`config.mk`:
```
export PLATFORM = sky130hd
export DESIGN_NAME = tdm_demux_1to2
export DESIGN_NICKNAME = d
export VERILOG_FILES = /design/src/rtl/tdm_demux_1to2.sv
export SDC_FILE = /design/constraint.sdc
export NUM_CORES = 1
export LEC_CHECK = 0
export ABC_AREA = 1
export ABC_CLOCK_PERIOD_IN_PS = 3360
export CAP_MARGIN = 20
export CORE_UTILIZATION = 55
export CTS_CLUSTER_DIAMETER = 30
export CTS_CLUSTER_SIZE = 28
export DETAILED_ROUTE_END_ITERATION = 10
export MAX_ROUTING_LAYER = met4
export PLACE_DENSITY = 0.88
export SKIP_CTS_REPAIR_TIMING = 1
export SLEW_MARGIN = 20
export SYNTH_ARGS = -nofsm -noshare
export SYNTH_HDL_FRONTEND = slang
export SYNTH_SLANG_ARGS = --single-unit
```
`constraint.sdc`:
```
create_clock -name clk -period 3.36 [get_ports clk]
set_clock_uncertainty 0.05 [all_clocks]
set_input_delay 0.504 -clock clk [delete_from_list [all_inputs] [get_ports clk]]
set_output_delay 0.504 -clock clk [all_outputs]
set_load 0.005 [all_outputs]
```
`src/rtl/tdm_demux_1to2.sv`:
```
// Serial TDM demultiplexer: splits an interleaved two-channel bit stream into
// per-channel words with valid/ready handoff and sticky overflow flags.
module tdm_demux_1to2 #(
  parameter int WIDTH = 8
) (
  input  logic             clk,
  input  logic             rst_n,
  input  logic             din,
  input  logic             din_en,
  input  logic             sync,
  output logic [WIDTH-1:0] ch0_data,
  output logic             ch0_valid,
  input  logic             ch0_ready,
  output logic [WIDTH-1:0] ch1_data,
  output logic             ch1_valid,
  input  logic             ch1_ready,
  output logic             ovf0,
  output logic             ovf1,
  input  logic             ovf_clr,
  output logic             frame_err
);

  localparam int CW = $clog2(2 * WIDTH);
  localparam logic [CW-1:0] LAST_BIT = CW'(2 * WIDTH - 1);

  localparam logic [0:0] HUNT = 1'b0;
  localparam logic [0:0] RECV = 1'b1;

  logic [0:0]       state_q, state_d;
  logic [CW-1:0]    cnt_q, cnt_d;
  logic [WIDTH-1:0] sh0_q, sh0_d;
  logic [WIDTH-1:0] sh1_q, sh1_d;
  logic             load_q, load_d;
  logic             frame_err_q, frame_err_d;
  logic [WIDTH-1:0] ch0_data_q, ch0_data_d;
  logic [WIDTH-1:0] ch1_data_q, ch1_data_d;
  logic             ch0_valid_q, ch0_valid_d;
  logic             ch1_valid_q, ch1_valid_d;
  logic             ovf0_q, ovf0_d;
  logic             ovf1_q, ovf1_d;

  // A sync-marked bit always restarts the frame, whatever state we were in.
  always_comb begin
    state_d     = state_q;
    cnt_d       = cnt_q;
    sh0_d       = sh0_q;
    sh1_d       = sh1_q;
    load_d      = 1'b0;
    frame_err_d = 1'b0;
    if (din_en) begin
      if (sync) begin
        frame_err_d = (state_q == RECV);
        sh0_d       = {{(WIDTH-1){1'b0}}, din};
        sh1_d       = '0;
        cnt_d       = CW'(1);
        state_d     = RECV;
      end else if (state_q == RECV) begin
        if (!cnt_q[0]) begin
          sh0_d = {sh0_q[WIDTH-2:0], din};
        end else begin
          sh1_d = {sh1_q[WIDTH-2:0], din};
        end
        if (cnt_q == LAST_BIT) begin
          load_d  = 1'b1;
          cnt_d   = '0;
          state_d = HUNT;
        end else begin
          cnt_d = cnt_q + CW'(1);
        end
      end
    end
  end

  // Loading while the old word is still pending (and not leaving) is an overflow.
  always_comb begin
    ch0_data_d  = ch0_data_q;
    ch0_valid_d = ch0_valid_q;
    ovf0_d      = ovf_clr ? 1'b0 : ovf0_q;
    if (load_q) begin
      ch0_data_d  = sh0_q;
      ch0_valid_d = 1'b1;
      if (ch0_valid_q && !ch0_ready) begin
        ovf0_d = 1'b1;
      end
    end else if (ch0_valid_q && ch0_ready) begin
      ch0_valid_d = 1'b0;
    end
  end

  always_comb begin
    ch1_data_d  = ch1_data_q;
    ch1_valid_d = ch1_valid_q;
    ovf1_d      = ovf_clr ? 1'b0 : ovf1_q;
    if (load_q) begin
      ch1_data_d  = sh1_q;
      ch1_valid_d = 1'b1;
      if (ch1_valid_q && !ch1_ready) begin
        ovf1_d = 1'b1;
      end
    end else if (ch1_valid_q && ch1_ready) begin
      ch1_valid_d = 1'b0;
    end
  end

  always_ff @(posedge clk or negedge rst_n) begin
    if (!rst_n) begin
      state_q     <= HUNT;
      cnt_q       <= '0;
      sh0_q       <= '0;
      sh1_q       <= '0;
      load_q      <= 1'b0;
      frame_err_q <= 1'b0;
      ch0_data_q  <= '0;
      ch1_data_q  <= '0;
      ch0_valid_q <= 1'b0;
      ch1_valid_q <= 1'b0;
      ovf0_q      <= 1'b0;
      ovf1_q      <= 1'b0;
    end else begin
      state_q     <= state_d;
      cnt_q       <= cnt_d;
      sh0_q       <= sh0_d;
      sh1_q       <= sh1_d;
      load_q      <= load_d;
      frame_err_q <= frame_err_d;
      ch0_data_q  <= ch0_data_d;
      ch1_data_q  <= ch1_data_d;
      ch0_valid_q <= ch0_valid_d;
      ch1_valid_q <= ch1_valid_d;
      ovf0_q      <= ovf0_d;
      ovf1_q      <= ovf1_d;
    end
  end

  assign ch0_data  = ch0_data_q;
  assign ch1_data  = ch1_data_q;
  assign ch0_valid = ch0_valid_q;
  assign ch1_valid = ch1_valid_q;
  assign ovf0      = ovf0_q;
  assign ovf1      = ovf1_q;
  assign frame_err = frame_err_q;

endmodule

```
==> metrics.csv <==
metric,value,unit
status,"finished, violations left",
violations,design-rule violations,
io_buffer_count,28,
place_congestion,0.785,
wirelength,3.07,mm
die_area,3340,um^2
ys_warn_count,0,
wl_met3,134,um
drv_cap,0,
drt-met1-wl,1.29,mm
worstPathMaxFanout,2,
clk_latency,0.36,ns
path_class,flip-flop to output pin,
final_antenna_net_count,0,
drt_pre_antenna_iters,7,
synthCells,196,
synth_area_leaders,"dfrtp_1, nand2_1, inv_1",
dpl.hpwl,2.10,mm
synth.net_count,205,
area_growth,22.2,%
grt.overflow.total,0,
hp-class,input pin to async pin,
avgSynthCellArea,8.74,um^2
min_period,1.79,ns
crit_chain,clkdlybuf4s50_1,
fin_cells,259,
clock_sinks,43,
cts_buffer_depth,2,
synth-main-ff-cell,dfrtp_1,
clkTransAtPathRegs,0.12,ns
critical_path_buf_inv_count,1,
post-route-period-util,53.4,%
leakage,1.16,nW
grt_pass1_vias,1217,
die_w,57.8,um
numCtsBuffers,5,
route.detailed.drc,4,
initial_core_util,60.0,%
vias,1340,
grt_start_max_net_pins,44,
grt_pass1_wl,5.00,mm
nets,236,
synth_edf_count,0,
required,2.81,ns
slowest_delay,0.50,ns
hold_viol,0,
synth.top_cell.area_share,62.8,%
slew_violations,0,
synth_largest_area_cell,dfrtp_1,
synth_seq_cells,43,
grt_antenna_before_repair,0,
antennaDiodeCount,0,
pre_cts_slack,1.60,ns
dp.cells,251,
power.density,465,nW/um^2
wl_met2,1.57,mm
worst_pin_slew,0.914,ns
core.rowCount,19,
ys_async_sr_fraction,100,%
end_kind,output pin,
avgViaCountPerCell,5.17,
first_iter_violations,36,
drive_above_1_share,7.89,%
power,0.000974,W
peakVddDrop,0.355,mV
wl_per_cell,11.9,um
fin_ws,1.57,ns
io_pins,29,
dieHeight,57.8,um
synth_seq_area_share,62.8,%
fmax,557,MHz
track_usage,21.5,%
fin_tns_setup,0,ns
arrival,1.24,ns
synth.distinct_cells,16,
rsz0062_at_grt,no,
synth_area,1710,um^2
topRoutingLayerUsed,met4,
finalSetupViolCount,0,
cts-root-buf,clkbuf_4,
h-tree-depth,2,
crit_family,buffers and inverters,
cts_tree,done,
cpMaxStageDelayCell,clkdlybuf4s50_1,
core_area,2850,um^2
cp-start-kind,flip-flop,
slew_headroom,39.1,%
## layout make-up
type / instances / area (um^2)
repair buffers: 28 / 275
flip-flops and latches: 43 / 1080
fillers: 203 / 759
clock inverters: 2 / 35.0
multi-input cells: 137 / 572
inverters: 12 / 45.0
well taps: 31 / 38.8
clock buffers: 6 / 51.3
## cell families after synthesis
group / share of synthesized area [%]
buffers and inverters: 3.80
DFF: 62.8
adders and majority gates: 0.730
AOI/OAI and AO/OA: 1.31
and+or+nand+nor: 31.3
## report_power, final
part	switching [W]	total, W	leakage (nW)	internal, W
Clock	0.000164	0.000340	0.0482	0.000176
Sequential	0.0000214	0.000558	0.588	0.000537
Combinational	0.0000495	0.0000765	0.527	0.0000270
## cell usage after synthesis, types with 2 or more instances
cell type,instances
buf_2,4
dfrtp_1,43
inv_1,10
inv_2,2
nand2_1,118
nand2_2,3
nand3_1,2
nor2_1,4
nor2_4,2
o22ai_1,2
## state kept, by name, indices dropped and copies added, names as in the netlist
| name | flops |
|---|---|
| ch0_data | 8 |
| ch0_valid | 1 |
| ch1_data | 8 |
| ch1_valid | 1 |
| cnt_q | 4 |
| frame_err | 1 |
| load_q | 1 |
| ovf0 | 1 |
| ovf1 | 1 |
| sh0_q | 8 |
| sh1_q | 8 |
| state_q | 1 |
## stage by stage
step                area (um^2)  hold WS, ns  utilization [%]
floorplan                  1710        0.158                -
global placement           2010        0.403             70.4
detailed placement         2010        0.408             70.4
CTS                        2090        0.234             73.4
global route               2090        0.280             73.4
finish                     2090        0.212             73.4
## final timing paths
kind,from,end,slack [ns],cells after the start
worst min-delay path,rst_n,sh1_q[1],0.21,1
max in group asynchronous,rst_n,ch0_data[6],2.48,1
worst max-delay path,ch0_data[3],ch0_data[3],1.57,1
worst min register to register,ch0_data[6],ch0_data[6],0.43,2
min in group clk,ch0_data[6],ch0_data[6],0.43,2
worst max register to register,load_q,ch0_data[4],1.83,3
## per-layer routing
| metal | vias to the layer above | GRT usage, % |
|---|---|---|
| met2 | 29 | 36.5 |
| met3 | 8 | 4.46 |
| met4 | 0 | 12.9 |
| met1 | 647 | 23.1 |
| li1 | 656 | - |
| met5 | - | - |
## worst reg2reg max path, delay by kind of cell (launching register included)
| family | cells | cell delay [ns] |
|---|---|---|
| DFF | 1 | 0.69 |
| buffers and inverters | 1 | 0.43 |
| and+or+nand+nor | 2 | 0.27 |
## placed cells by master (no fill, tap or decap)
cell type        count
bufinv_16            1
dfrtp_1             43
nand4_1              1
clkbuf_8             1
inv_1               10
clkbuf_4             5
ha_1                 1
o22ai_1              2
nand2_4              1
nor2_1               4
nor2_4               2
a21oi_1              1
o21ai_0              1
clkinv_2             1
nand2_1            118
inv_2                2
nand3_2              1
nand3_1              2
buf_2                1
nand2_2              3
clkdlybuf4s50_1     27
Note: power is estimated with default switching activity, not from simulation.
